$ cat config.mk
export PLATFORM = sky130hd
export DESIGN_NAME = apb_manager_flat
export DESIGN_NICKNAME = d
export VERILOG_FILES = /design/src/rtl/apb_manager_pkg.sv /design/src/rtl/apb_manager_if.sv /design/src/rtl/apb_manager_addr_decode.sv /design/src/rtl/apb_manager.sv /design/src/flat_wrapper.sv
export SDC_FILE = /design/constraint.sdc
export NUM_CORES = 1
export LEC_CHECK = 0
export CAP_MARGIN = 20
export CORE_ASPECT_RATIO = 1.75
export CORE_MARGIN = 4
export CORE_UTILIZATION = 43
export CTS_CLUSTER_SIZE = 30
export DETAILED_ROUTE_END_ITERATION = 8
export GPL_TIMING_DRIVEN = 0
export MAX_ROUTING_LAYER = met4
export PLACE_DENSITY = 0.95
export SYNTH_ARGS = -nofsm -noshare
export SYNTH_HDL_FRONTEND = slang
export SYNTH_SLANG_ARGS = --single-unit
export TNS_END_PERCENT = 100
$ cat constraint.sdc
create_clock -name clk -period 5.94 [get_ports clk]
set_input_delay 1.782 -clock clk [delete_from_list [all_inputs] [get_ports clk]]
set_output_delay 1.782 -clock clk [all_outputs]
set_load 0.03 [all_outputs]
$ cat src/rtl/apb_manager_pkg.sv
// Shared types for the APB manager: FSM state encoding and
// PPROT bit positions.
package apb_manager_pkg;

    typedef enum logic [1:0] {
        IDLE   = 2'd0,
        SETUP  = 2'd1,
        ACCESS = 2'd2,
        RESP   = 2'd3
    } apb_state_e;

    localparam logic [2:0] PROT_PRIV    = 3'b001;
    localparam logic [2:0] PROT_NONSEC  = 3'b010;
    localparam logic [2:0] PROT_INSTR   = 3'b100;

    // Counter width for a timeout of n cycles; never below one bit.
    function automatic int cnt_width(input int n);
        return (n > 0) ? $clog2(n + 1) : 1;
    endfunction

endpackage

$ cat src/rtl/apb_manager_if.sv
// Request/response stream plus APB4 bus of the manager.
// master = manager side, slave = requester/subordinate side.
interface apb_manager_if #(
    parameter int AddrWidth = 32,
    parameter int DataWidth = 32,
    parameter int NumSubs   = 4
);
    localparam int StrbWidth = DataWidth / 8;

    logic                 req_valid;
    logic                 req_ready;
    logic                 req_write;
    logic [AddrWidth-1:0] req_addr;
    logic [DataWidth-1:0] req_wdata;
    logic [StrbWidth-1:0] req_strb;
    logic [2:0]           req_prot;

    logic                 rsp_valid;
    logic                 rsp_ready;
    logic [DataWidth-1:0] rsp_rdata;
    logic                 rsp_error;

    logic [NumSubs-1:0]   psel;
    logic                 penable;
    logic                 pwrite;
    logic [AddrWidth-1:0] paddr;
    logic [DataWidth-1:0] pwdata;
    logic [StrbWidth-1:0] pstrb;
    logic [2:0]           pprot;
    logic [DataWidth-1:0] prdata;
    logic                 pready;
    logic                 pslverr;

    modport master (
        input  req_valid, req_write, req_addr, req_wdata,
        input  req_strb, req_prot, rsp_ready,
        input  prdata, pready, pslverr,
        output req_ready, rsp_valid, rsp_rdata, rsp_error,
        output psel, penable, pwrite, paddr, pwdata, pstrb, pprot
    );

    modport slave (
        output req_valid, req_write, req_addr, req_wdata,
        output req_strb, req_prot, rsp_ready,
        output prdata, pready, pslverr,
        input  req_ready, rsp_valid, rsp_rdata, rsp_error,
        input  psel, penable, pwrite, paddr, pwdata, pstrb, pprot
    );

endinterface

$ cat src/rtl/apb_manager_addr_decode.sv
// Maps a byte address onto one of NumSubs equal regions.
// Out-of-range addresses yield dec_err and an all-zero select.
module apb_addr_decode #(
    parameter int          AddrWidth   = 32,
    parameter int          NumSubs     = 4,
    parameter int          SubAddrBits = 12,
    parameter int unsigned RegionBase  = 0
) (
    input  logic [AddrWidth-1:0] addr,
    output logic [NumSubs-1:0]   sel,
    output logic                 dec_err
);

    localparam logic [AddrWidth-1:0] Base  = AddrWidth'(RegionBase);
    localparam logic [AddrWidth-1:0] Limit = AddrWidth'(NumSubs);

    logic [AddrWidth-1:0] offset;
    logic [AddrWidth-1:0] idx;

    // Full-width index compare so stray upper bits never alias a region.
    always_comb begin
        offset  = addr - Base;
        idx     = offset >> SubAddrBits;
        dec_err = (addr < Base) || (idx >= Limit);
        sel     = '0;
        for (int i = 0; i < NumSubs; i++) begin
            sel[i] = !dec_err && (idx == AddrWidth'(i));
        end
    end

endmodule

$ cat src/rtl/apb_manager.sv
// Converts a valid/ready request stream into APB4 SETUP/ACCESS
// transfers and returns data/error on a valid/ready response.
module apb_manager
    import apb_manager_pkg::*;
#(
    parameter int          AddrWidth     = 32,
    parameter int          DataWidth     = 32,
    parameter int          NumSubs       = 4,
    parameter int          SubAddrBits   = 12,
    parameter int unsigned RegionBase    = 0,
    parameter int          TimeoutCycles = 16
) (
    input logic         clk,
    input logic         reset,
    apb_manager_if.master bus
);

    localparam int StrbWidth = DataWidth / 8;
    localparam int CntW      = cnt_width(TimeoutCycles);
    localparam bit UseTmo    = (TimeoutCycles != 0);
    localparam logic [CntW-1:0] CntLast =
        CntW'(UseTmo ? TimeoutCycles - 1 : 0);

    apb_state_e state;
    apb_state_e state_next;

    logic                 write_q;
    logic [AddrWidth-1:0] addr_q;
    logic [DataWidth-1:0] wdata_q;
    logic [StrbWidth-1:0] strb_q;
    logic [2:0]           prot_q;
    logic [NumSubs-1:0]   sel_q;
    logic [DataWidth-1:0] rdata_q;
    logic                 error_q;
    logic [CntW-1:0]      cnt_q;

    logic [NumSubs-1:0]   dec_sel;
    logic                 dec_err;
    logic                 timeout;

    apb_addr_decode #(
        .AddrWidth   (AddrWidth),
        .NumSubs     (NumSubs),
        .SubAddrBits (SubAddrBits),
        .RegionBase  (RegionBase)
    ) u_decode (
        .addr    (bus.req_addr),
        .sel     (dec_sel),
        .dec_err (dec_err)
    );

    assign timeout = UseTmo && (cnt_q == CntLast);

    // State register.
    always_ff @(posedge clk) begin
        if (reset) begin
            state <= IDLE;
        end else begin
            state <= state_next;
        end
    end

    // Next-state logic and bus outputs.
    always_comb begin
        state_next    = state;
        bus.req_ready = 1'b0;
        bus.rsp_valid = 1'b0;
        bus.psel      = '0;
        bus.penable   = 1'b0;
        bus.pwrite    = write_q;
        bus.paddr     = addr_q;
        bus.pwdata    = wdata_q;
        bus.pstrb     = write_q ? strb_q : '0;
        bus.pprot     = prot_q;
        bus.rsp_rdata = rdata_q;
        bus.rsp_error = error_q;
        unique case (state)
            IDLE: begin
                bus.req_ready = 1'b1;
                if (bus.req_valid) begin
                    state_next = dec_err ? RESP : SETUP;
                end
            end
            SETUP: begin
                bus.psel   = sel_q;
                state_next = ACCESS;
            end
            ACCESS: begin
                bus.psel    = sel_q;
                bus.penable = 1'b1;
                if (bus.pready || timeout) begin
                    state_next = RESP;
                end
            end
            RESP: begin
                bus.rsp_valid = 1'b1;
                if (bus.rsp_ready) begin
                    state_next = IDLE;
                end
            end
            default: state_next = IDLE;
        endcase
    end

    // Request capture, timeout counting and response capture.
    always_ff @(posedge clk) begin
        if (reset) begin
            write_q <= 1'b0;
            addr_q  <= '0;
            wdata_q <= '0;
            strb_q  <= '0;
            prot_q  <= '0;
            sel_q   <= '0;
            rdata_q <= '0;
            error_q <= 1'b0;
            cnt_q   <= '0;
        end else begin
            unique case (state)
                IDLE: begin
                    if (bus.req_valid) begin
                        write_q <= bus.req_write;
                        addr_q  <= bus.req_addr;
                        wdata_q <= bus.req_wdata;
                        strb_q  <= bus.req_strb;
                        prot_q  <= bus.req_prot;
                        sel_q   <= dec_sel;
                        rdata_q <= '0;
                        error_q <= dec_err;
                        cnt_q   <= '0;
                    end
                end
                ACCESS: begin
                    if (bus.pready) begin
                        rdata_q <= write_q ? '0 : bus.prdata;
                        error_q <= bus.pslverr;
                    end else if (timeout) begin
                        rdata_q <= '0;
                        error_q <= 1'b1;
                    end else begin
                        cnt_q <= cnt_q + CntW'(1);
                    end
                end
                default: ;
            endcase
        end
    end

endmodule

$ cat src/flat_wrapper.sv
// flat-port wrapper written by rule: the top's interface ports become plain ports
module apb_manager_flat import apb_manager_pkg::*;
#(
    parameter int          AddrWidth     = 32,
    parameter int          DataWidth     = 32,
    parameter int          NumSubs       = 4,
    parameter int          SubAddrBits   = 12,
    parameter int unsigned RegionBase    = 0,
    parameter int          TimeoutCycles = 16
)
  (clk, reset, bus_req_valid, bus_req_write, bus_req_addr, bus_req_wdata, bus_req_strb, bus_req_prot, bus_rsp_ready, bus_prdata, bus_pready, bus_pslverr, bus_req_ready, bus_rsp_valid, bus_rsp_rdata, bus_rsp_error, bus_psel, bus_penable, bus_pwrite, bus_paddr, bus_pwdata, bus_pstrb, bus_pprot);
  apb_manager_if #(.AddrWidth(AddrWidth), .DataWidth(DataWidth), .NumSubs(NumSubs)) bus_i ();
  input logic clk;
  input logic reset;
  input wire logic [$bits(bus_i.req_valid)-1:0] bus_req_valid;
  input wire logic [$bits(bus_i.req_write)-1:0] bus_req_write;
  input wire logic [$bits(bus_i.req_addr)-1:0] bus_req_addr;
  input wire logic [$bits(bus_i.req_wdata)-1:0] bus_req_wdata;
  input wire logic [$bits(bus_i.req_strb)-1:0] bus_req_strb;
  input wire logic [$bits(bus_i.req_prot)-1:0] bus_req_prot;
  input wire logic [$bits(bus_i.rsp_ready)-1:0] bus_rsp_ready;
  input wire logic [$bits(bus_i.prdata)-1:0] bus_prdata;
  input wire logic [$bits(bus_i.pready)-1:0] bus_pready;
  input wire logic [$bits(bus_i.pslverr)-1:0] bus_pslverr;
  output wire logic [$bits(bus_i.req_ready)-1:0] bus_req_ready;
  output wire logic [$bits(bus_i.rsp_valid)-1:0] bus_rsp_valid;
  output wire logic [$bits(bus_i.rsp_rdata)-1:0] bus_rsp_rdata;
  output wire logic [$bits(bus_i.rsp_error)-1:0] bus_rsp_error;
  output wire logic [$bits(bus_i.psel)-1:0] bus_psel;
  output wire logic [$bits(bus_i.penable)-1:0] bus_penable;
  output wire logic [$bits(bus_i.pwrite)-1:0] bus_pwrite;
  output wire logic [$bits(bus_i.paddr)-1:0] bus_paddr;
  output wire logic [$bits(bus_i.pwdata)-1:0] bus_pwdata;
  output wire logic [$bits(bus_i.pstrb)-1:0] bus_pstrb;
  output wire logic [$bits(bus_i.pprot)-1:0] bus_pprot;
  assign bus_i.req_valid = bus_req_valid;
  assign bus_i.req_write = bus_req_write;
  assign bus_i.req_addr = bus_req_addr;
  assign bus_i.req_wdata = bus_req_wdata;
  assign bus_i.req_strb = bus_req_strb;
  assign bus_i.req_prot = bus_req_prot;
  assign bus_i.rsp_ready = bus_rsp_ready;
  assign bus_i.prdata = bus_prdata;
  assign bus_i.pready = bus_pready;
  assign bus_i.pslverr = bus_pslverr;
  assign bus_req_ready = bus_i.req_ready;
  assign bus_rsp_valid = bus_i.rsp_valid;
  assign bus_rsp_rdata = bus_i.rsp_rdata;
  assign bus_rsp_error = bus_i.rsp_error;
  assign bus_psel = bus_i.psel;
  assign bus_penable = bus_i.penable;
  assign bus_pwrite = bus_i.pwrite;
  assign bus_paddr = bus_i.paddr;
  assign bus_pwdata = bus_i.pwdata;
  assign bus_pstrb = bus_i.pstrb;
  assign bus_pprot = bus_i.pprot;
  apb_manager #(.AddrWidth(AddrWidth), .DataWidth(DataWidth), .NumSubs(NumSubs), .SubAddrBits(SubAddrBits), .RegionBase(RegionBase), .TimeoutCycles(TimeoutCycles)) u_core (.clk(clk), .reset(reset), .bus(bus_i));
endmodule
==> results.json, run 1 <==
{
  "max-slew-margin-rel_pct": 54.2,
  "first_pass_iters": 6,
  "die_h_um": 141,
  "gp_congestion": 0.866,
  "reg2reg_from": "u_core.cnt_q[0]",
  "cp_slowest_stage_delay_ps": 680,
  "cts_resized": 0,
  "worst_setup_path_end_kind": "primary output",
  "drc_errors": 0,
  "layout-drive-gt1-share_pct": 4.76,
  "fin_cells": 923,
  "cts-root-buf": "clkbuf_16",
  "syn2layout_area_growth_pct": 68.8,
  "ys_seq_area_share_pct": 53.8,
  "ir_drop_mv": 0.264,
  "finalWirelength_um": 16300,
  "hpwl_um": 12200,
  "die_w_um": 83.8,
  "slew_viol_final": 0,
  "timing.hold.ws_ps": 452,
  "synth_cell_type_count": 31,
  "first_global_vias": 5174,
  "synth_most_common_cell": "nand2_1",
  "synth_fa_ha_area_share_pct": 1.45,
  "path_buf_inv": 2,
  "worst_pin_slew_ps": 679,
  "placed_cell_area_mm2": 0.00669,
  "yosys_warnings": 0,
  "synth_xor_area_share_pct": 0.406,
  "dp_cells": 891,
  "cts.sinks": 116,
  "cp.required_ps": 4160,
  "synthesis.nets": 660,
  "syn-instance-count": 545,
  "critPathArrivalTime_ps": 2010,
  "total_power_mw": 3.06,
  "worstHoldPathType": "reg2reg",
  "power_leakage_nw": 2.60,
  "worstSkewPairLatency_ps": 410,
  "core_area_mm2": 0.00985,
  "dp_worst_setup_slack_ps": 1940,
  "crit_family": "buffers and inverters",
  "synth.area.top_cells": "dfxtp_1 (54%), nand2_1 (16%), a21oi_1 (12%)",
  "vias_per_cell": 5.33,
  "track_usage_pct": 28.2,
  "fin_area_mm2": 0.00729,
  "max-clock-path-buffers": 2,
  "setup_viol": 0,
  "io_buffers": 221,
  "p_per_area_mw_per_mm2": 420,
  "io_pins": 222,
  "antenna_found_initial": 0,
  "synth_compound_area_share_pct": 14.1,
  "cp_max_fo": 5,
  "synth_top_family_by_area": "simple AND/OR/NAND/NOR gates",
  "synth_top_area_cell": "dfxtp_1",
  "placementRows": 48,
  "avgSynthCellArea_um2": 7.92,
  "fin_tns_setup_ps": 0,
  "ys.flop_type": "dfxtp_1",
  "dieArea_mm2": 0.0118,
  "path_cells": "inv_1, ha_1, and2_1, clkdlybuf4s50_1",
  "synth-seq-cells": 116,
  "maxCapViolations": 0,
  "hold_viol_final": 0,
  "startpoint": "u_core.state[1]",
  "path_clk_slew_ps": 50,
  "synth_top_cells_by_count": "nand2_1 (181), dfxtp_1 (116), a21oi_1 (107)",
  "finalCritPeriodShare_pct": 63.9,
  "vias": 4915,
  "htreeDepth": 4,
  "fmaxAchievable_ghz": 0.263,
  "drtIter0Drc": 221,
  "outcome": "complete, no violations",
  "critical_path_class": "reg2out",
  "synth_simple_gate_area_share_pct": 26.3,
  "setup_slack_ps": 2140,
  "postCtsSetupRepairBufs": 0,
  "nFillCells": 686,
  "antenna_cells": 0,
  "slowest_stage": "clkdlybuf4s50_1",
  "min-delay-start": "u_core.bus.paddr[20]",
  "numCtsBuffers": 17,
  "ant_nets": 0,
  "finalCriticalPeriod_ps": 3800,
  "startpoint_type": "register",
  "grt-ovfl-total": 0,
  "synth_top_area_share_pct": 53.8,
  "syn_area_mm2": 0.00432,
  "rsz0062_at_grt": "false",
  "clock_skew_ps": 7.27,
  "final_util_pct": 74.0,
  "cts_tree": "built",
  "synth.area.mux_share_pct": 0,
  "grt_max_degree": 17,
  "cts_hold_buf": 0,
  "synth_edf_count": 0,
  "async_flop_share_pct": 0,
  "grt_first_pass_wirelength_um": 25500,
  "nNetsFinal": 900,
  "initial_core_util_pct": 43.8,
  "avgRoutedWirePerCell_um": 17.6
}
-- area by class of cell --
type | instances | area [µm²] | area share [%]
Timing Repair Buffer | 221 | 2210 | 30.4
Tap cell | 125 | 156 | 2.15
Sequential cell | 116 | 2320 | 31.9
Clock buffer | 19 | 443 | 6.08
Buffer | 42 | 160 | 2.20
Clock inverter | 13 | 158 | 2.16
Inverter | 4 | 15.0 | 0.206
Multi-Input combinational cell | 383 | 1820 | 25.0
-- logic make-up (layout without fill, tap and decap cells) --
logic type | after synthesis | in the layout
AND/OR/NAND/NOR | 259 | 259
AO/OA/AOI/OAI | 117 | 117
flip-flops | 116 | 116
buffers and inverters | 46 | 299
adder cells (fa/ha/maj) | 5 | 5
XOR/XNOR | 2 | 2
-- flip-flops by register name, summed over array words and instances (netlist names) --
signal / cells
u_core.bus.paddr: 32
u_core.bus.pprot: 3
u_core.bus.rsp_error: 1
u_core.cnt_q: 5
u_core.sel_q: 4
u_core.state: 2
u_core.bus.pwdata: 32
u_core.strb_q: 4
u_core.bus.pwrite: 1
u_core.bus.rsp_rdata: 32
-- worst register-to-register path, cell delays in order, from the launching register on --
cell and delay, ps:
dfxtp_1 340, ha_1 230, and3_1 220, ha_1 200, or3b_2 470, and3_1 200
clkbuf_1 190, clkbuf_1 290, nand3_1 180, a21oi_1 90
-- worst paths after layout --
path | endpoint | slack [ps] | depth (start not counted)
worst max register to register | u_core.bus.rsp_rdata[12] | 3400 | 9
worst max-delay path | bus_psel[2] | 2140 | 4
worst min register to register | u_core.bus.paddr[20] | 450 | 2
worst min-delay path | u_core.bus.paddr[20] | 450 | 2
-- placed cells by master (no fill, tap or decap), types with 3 or more instances in the layout --
cell             count
nand4_1              3
nor2_1               6
dfxtp_1            116
clkbuf_16           17
and2_1               9
clkinv_2             4
or4_1                3
nand3_1             37
a21oi_1            107
inv_1                4
nand3b_1             4
bufinv_16            3
and3_1               3
clkdlybuf4s50_1    221
nor4_1               3
clkbuf_1            35
o21ai_0              4
nand2_1            181
buf_1                6
clkinvlp_4           4
ha_1                 5
-- layer usage --
metal	track usage (%)	wire length, µm	share of wire [%]	vias to the layer above
li1	-	-	-	2295
met1	25.6	5490	34	2276
met2	51.8	8960	55	277
met3	7.12	1080	6.6	67
met4	16.8	728	4.5	0
met5	-	0	0	-
-- power breakdown --
group	internal (mW)	total [mW]	switching, mW	leakage (nW)
logic	0.383	1.07	0.689	1.37
registers	0.890	0.956	0.0660	0.945
clock network	0.668	1.03	0.366	0.285
total	1.94	3.06	1.12	2.60
(Power assumes the default switching activity.)
==> inputs of run 2 (changes only) <==
CORE_UTILIZATION = 36   (was 43)
PLACE_DENSITY = 0.88   (was 0.95)
clock period = 3.4 ns   (was 5.94 ns; I/O delays follow)
==> run 2 against run 1 <==
Effect of this change:
- design area is 0.52% higher
- total power is 76% higher
- combinational power up 74%
- largest cell class unchanged
==> results.json, run 2 (synthesized netlist as in run 1, its figures left out) <==
{
  "outcome": "complete, no violations",
  "layout-drive-gt1-share_pct": 4.64,
  "critPathArrivalTime_ps": 1980,
  "core_area_mm2": 0.0116,
  "grt_max_degree": 17,
  "drc_errors": 0,
  "p_per_area_mw_per_mm2": 737,
  "setup_viol": 0,
  "fin_cells": 933,
  "pwr-share-clk_pct": 34.8,
  "postCtsSetupRepairBufs": 0,
  "dieArea_mm2": 0.0139,
  "cts-root-buf": "clkbuf_16",
  "cts_tree": "built",
  "numCtsBuffers": 17,
  "critical_path_class": "reg2out",
  "rsz0062_at_grt": "false",
  "track_usage_pct": 21.8,
  "reg2regPathDepth": 9,
  "mostFrequentLayoutCells": "clkdlybuf4s50_1 (221), nand2_1 (181), dfxtp_1 (116)",
  "max-clock-path-buffers": 2,
  "maxCapViolations": 0,
  "cts_resized": 0,
  "layout_commonest_cell": "clkdlybuf4s50_1",
  "setup_slack_ps": 397,
  "ir_drop_mv": 0.499,
  "finalCriticalPeriod_ps": 3000,
  "worst_pin_slew_ps": 718,
  "timing.rr.end": "u_core.bus.rsp_rdata[26]",
  "hpwl_um": 11300,
  "first_global_vias": 4750,
  "first_pass_iters": 5,
  "cp_max_fo": 5,
  "pwr-share-comb_pct": 34.5,
  "netSwitchingFraction_pct": 35.7,
  "antenna_cells": 0,
  "crit_end": "bus_psel[0]",
  "fin_tns_setup_ps": 0,
  "syn2layout_area_growth_pct": 69.6,
  "gp_congestion": 0.815,
  "slew_viol_final": 0,
  "io_pins": 222,
  "grt-ovfl-total": 0,
  "finalCritPeriodShare_pct": 88.3,
  "p_sw_mw": 1.93,
  "drtIter0Drc": 145,
  "antenna_found_initial": 0,
  "nFillCells": 978,
  "cts_hold_buf": 0,
  "cts.sinks": 116,
  "startpoint_type": "register",
  "cp.required_ps": 2380,
  "avgRoutedWirePerCell_um": 16.0,
  "worstSkewPairLatency_ps": 400,
  "htreeDepth": 4,
  "hold_viol_final": 0,
  "dp_cells": 901,
  "startpoint": "u_core.state[0]",
  "vias": 4649,
  "clock_skew_ps": 9.72,
  "io_buffers": 221,
  "nNetsFinal": 900,
  "grt_first_pass_wirelength_um": 23400,
  "reg2reg_from": "u_core.cnt_q[0]",
  "ant_nets": 0,
  "internal_power_mw": 3.47,
  "fmaxAchievable_ghz": 0.333,
  "power_leakage_nw": 2.61,
  "die_h_um": 153,
  "p_seq_share_pct": 30.7,
  "worstHoldPathType": "reg2reg",
  "placementRows": 52,
  "worst_setup_path_end_kind": "primary output",
  "path_clk_slew_ps": 50,
  "max-slew-margin-rel_pct": 52.1,
  "ff2ff_setup_slack_ps": 920,
  "initial_core_util_pct": 37.1,
  "die_w_um": 90.8,
  "dp_worst_setup_slack_ps": 135,
  "vias_per_cell": 4.98,
  "finalWirelength_um": 14900
}
## run 2: cell count changes in the layout (fill, tap and decap cells not counted), sizes merged
cell      delta
bufinv       +1
clkbuf       +1
clkinv       -1
clkinvlp     -1
## run 2: power groups by stage
stage / combinational (mW) / sequential [mW] / clock [mW]
final: 1.86 / 1.66 / 1.88
after global routing: 2.00 / 1.68 / 1.98
after CTS: 1.88 / 1.65 / 1.91
after detailed placement: 1.87 / 1.68 / 0
after global placement: 1.85 / 1.67 / 0
after floorplan: 0.755 / 2.01 / 0
## run 2: how the worst min path moves through the flow
stage | from | endpoint | cells after the start
finish | u_core.bus.rsp_rdata[4] | u_core.bus.rsp_rdata[4] | 2
global placement | u_core.bus.rsp_rdata[5] | u_core.bus.rsp_rdata[5] | 2
floorplan | u_core.strb_q[0] | u_core.strb_q[0] | 2
detailed placement | u_core.bus.rsp_rdata[20] | u_core.bus.rsp_rdata[20] | 2
CTS | u_core.bus.rsp_rdata[20] | u_core.bus.rsp_rdata[20] | 2
global route | u_core.strb_q[3] | u_core.strb_q[3] | 2
## run 2: critical path, cell delays in order (launching register included)
cell	delay [ps]
dfxtp_1	350
inv_1	70
ha_1	330
and2_1	140
clkdlybuf4s50_1	690
## run 2: layout make-up
| class | count | area (µm²) | area share (%) |
|---|---|---|---|
| inverter | 4 | 15.0 | 0.205 |
| sequential | 116 | 2320 | 31.7 |
| multi-input combinational | 383 | 1820 | 24.9 |
| timing repair buffer | 221 | 2210 | 30.2 |
| buffer | 42 | 160 | 2.19 |
| clock inverter | 12 | 179 | 2.44 |
| clock buffer | 20 | 447 | 6.10 |
| tap | 135 | 169 | 2.31 |
## run 2: stage by stage
| stage | total power, mW | cell area, µm² | util (%) | hold slack, ps |
|---|---|---|---|---|
| 2_1_floorplan | 2.76 | 4320 | - | 432 |
| 6_report | 5.40 | 7320 | 62.9 | 446 |
| 5_1_grt | 5.66 | 7320 | 62.9 | 466 |
| 3_3_place_gp | 3.52 | 6700 | 57.5 | 437 |
| 4_1_cts | 5.44 | 7320 | 62.9 | 450 |
| 3_5_place_dp | 3.55 | 6700 | 57.5 | 442 |
## run 2: metal layers
| metal | up-vias | part of all wire, % | track usage [%] |
|---|---|---|---|
| li1 | 2291 | - | - |
| met1 | 2129 | 36 | 21.3 |
| met2 | 200 | 55 | 40.3 |
| met3 | 29 | 5.9 | 4.53 |
| met4 | 0 | 2.8 | 10.3 |
| met5 | - | 0 | - |
==> inputs of run 3 (changes only) <==
CORE_MARGIN = not set   (was 4)
CORE_UTILIZATION = 43   (was 36)
PLACE_DENSITY = 0.95   (was 0.88)
clock period = 3.6 ns   (was 3.4 ns; I/O delays follow)
==> run 3 against run 2 <==
Effect of this change:
- sequential cell count is the same
- non-clock buffer count unchanged
- worst hold slack gained 7.5 ps
- critical endpoint unchanged
- largest cell class unchanged
- highest routed layer unchanged
==> results.json, run 3 (synthesized netlist as in run 1, its figures left out) <==
{
  "outcome": "complete, no violations",
  "seq_area_mm2": 0.00232,
  "worst_pin_slew_ps": 719,
  "io_buffers": 221,
  "worstSkewPairLatency_ps": 400,
  "drtIter0Drc": 214,
  "gp_congestion": 0.872,
  "cp_max_fo": 5,
  "final_util_pct": 74.3,
  "power_leakage_nw": 2.60,
  "syn2layout_area_growth_pct": 68.4,
  "avgRoutedWirePerCell_um": 16.4,
  "placed_cell_area_mm2": 0.00669,
  "worstHoldPathType": "reg2reg",
  "cts_hold_buf": 0,
  "critical_path_class": "reg2out",
  "grt_max_degree": 17,
  "ir_drop_mv": 0.468,
  "critPathArrivalTime_ps": 1980,
  "vias": 4800,
  "hpwl_um": 11200,
  "die_w_um": 77.8,
  "nFillCells": 643,
  "startpoint": "u_core.state[1]",
  "postCtsSetupRepairBufs": 0,
  "layout-drive-gt1-share_pct": 4.64,
  "cp_slowest_stage_delay_ps": 670,
  "maxCapViolations": 0,
  "nNetsFinal": 900,
  "numCtsBuffers": 17,
  "cts-root-buf": "clkbuf_16",
  "mostFrequentLayoutCells": "clkdlybuf4s50_1 (221), nand2_1 (181), dfxtp_1 (116)",
  "reg2reg_from": "u_core.state[0]",
  "fmaxAchievable_ghz": 0.327,
  "placementRows": 48,
  "first_pass_iters": 5,
  "cts.sinks": 116,
  "max-clock-path-buffers": 2,
  "track_usage_pct": 29.8,
  "finalCriticalPeriod_ps": 3060,
  "antenna_found_initial": 0,
  "hold_viol_final": 0,
  "timing.hold.ws_ps": 454,
  "die_h_um": 135,
  "min-delay-start": "u_core.bus.pwdata[7]",
  "path_cells": "inv_1, ha_1, and2_1, clkdlybuf4s50_1",
  "path_buf_inv": 2,
  "io_pins": 222,
  "rsz0062_at_grt": "false",
  "finalWirelength_um": 15100,
  "htreeDepth": 4,
  "cts_resized": 0,
  "grt-ovfl-total": 0,
  "finalCritPeriodShare_pct": 85.0,
  "path_clk_slew_ps": 50,
  "ant_nets": 0,
  "fin_tns_setup_ps": 0,
  "worst_setup_path_end_kind": "primary output",
  "setup_viol": 0,
  "slew_viol_final": 0,
  "layout_commonest_cell": "clkdlybuf4s50_1",
  "dieArea_mm2": 0.0105,
  "p_per_area_mw_per_mm2": 684,
  "startpoint_type": "register",
  "crit_family": "buffers and inverters",
  "drc_errors": 0,
  "fin_area_mm2": 0.00727,
  "vias_per_cell": 5.21,
  "clock_skew_ps": 8.30,
  "cts_tree": "built",
  "max-slew-margin-rel_pct": 52.1,
  "antenna_cells": 0,
  "grt_first_pass_wirelength_um": 23200,
  "slowest_stage": "clkdlybuf4s50_1",
  "core_area_mm2": 0.00979,
  "first_global_vias": 4920,
  "initial_core_util_pct": 44.1,
  "cp.required_ps": 2520,
  "multi_input_area_mm2": 0.00182
}
-- run 3: cell types whose count changed in the layout (fill, tap and decap cells not counted) --
cell and change:
clkbuf_8 +3, bufinv_16 -2, clkinv_2 +2, clkinv_4 -2
clkbuf_1 -1, inv_6 -1
-- run 3: path summary, 6_finish.rpt --
| path | depth (start not counted) | slack [ps] | to |
|---|---|---|---|
| worst max-delay path | 4 | 540 | bus_psel[0] |
| worst min-delay path | 2 | 450 | u_core.bus.pwdata[7] |
| worst max register to register | 9 | 1150 | u_core.bus.rsp_rdata[30] |
| worst min register to register | 2 | 450 | u_core.bus.pwdata[7] |
-- run 3: layout make-up --
cell class	count	share of cell area, %
sequential	116	31.9
timing repair buffer	221	30.4
multi-input combinational	383	25.0
clock buffer	22	6.66
buffer	42	2.20
tap	125	2.15
clock inverter	9	1.41
inverter	4	0.206
-- run 3: power by group --
| part | internal, mW | leakage, nW | switching, mW |
|---|---|---|---|
| clock | 1.08 | 0.284 | 0.560 |
| sequential | 1.47 | 0.945 | 0.107 |
| combinational | 0.633 | 1.37 | 1.13 |
-- run 3: metal layers --
layer	global-route usage, %	wire [µm]
met5	-	0
met4	20.4	697
met3	6.89	907
met1	26.8	5310
met2	54.2	8160
-- run 3: metrics by stage --
step / setup slack (ps) / power, mW / cells
after detailed placement: 281 / 3.34 / 891
after CTS: 527 / 4.99 / 922
after floorplan: 1010 / 2.61 / 545
after global routing: 445 / 5.20 / 922
final: 539 / 4.98 / 922
after global placement: 386 / 3.28 / 891
-- run 3: worst register-to-register path: cells and delay by family, from the launching register on --
kind	cells	cell delay [ps]
buffers and inverters	4	1100
AND/OR/NAND/NOR	3	470
adder cells (fa/ha/maj)	1	270
flip-flops	1	340
AO/OA/AOI/OAI	1	190
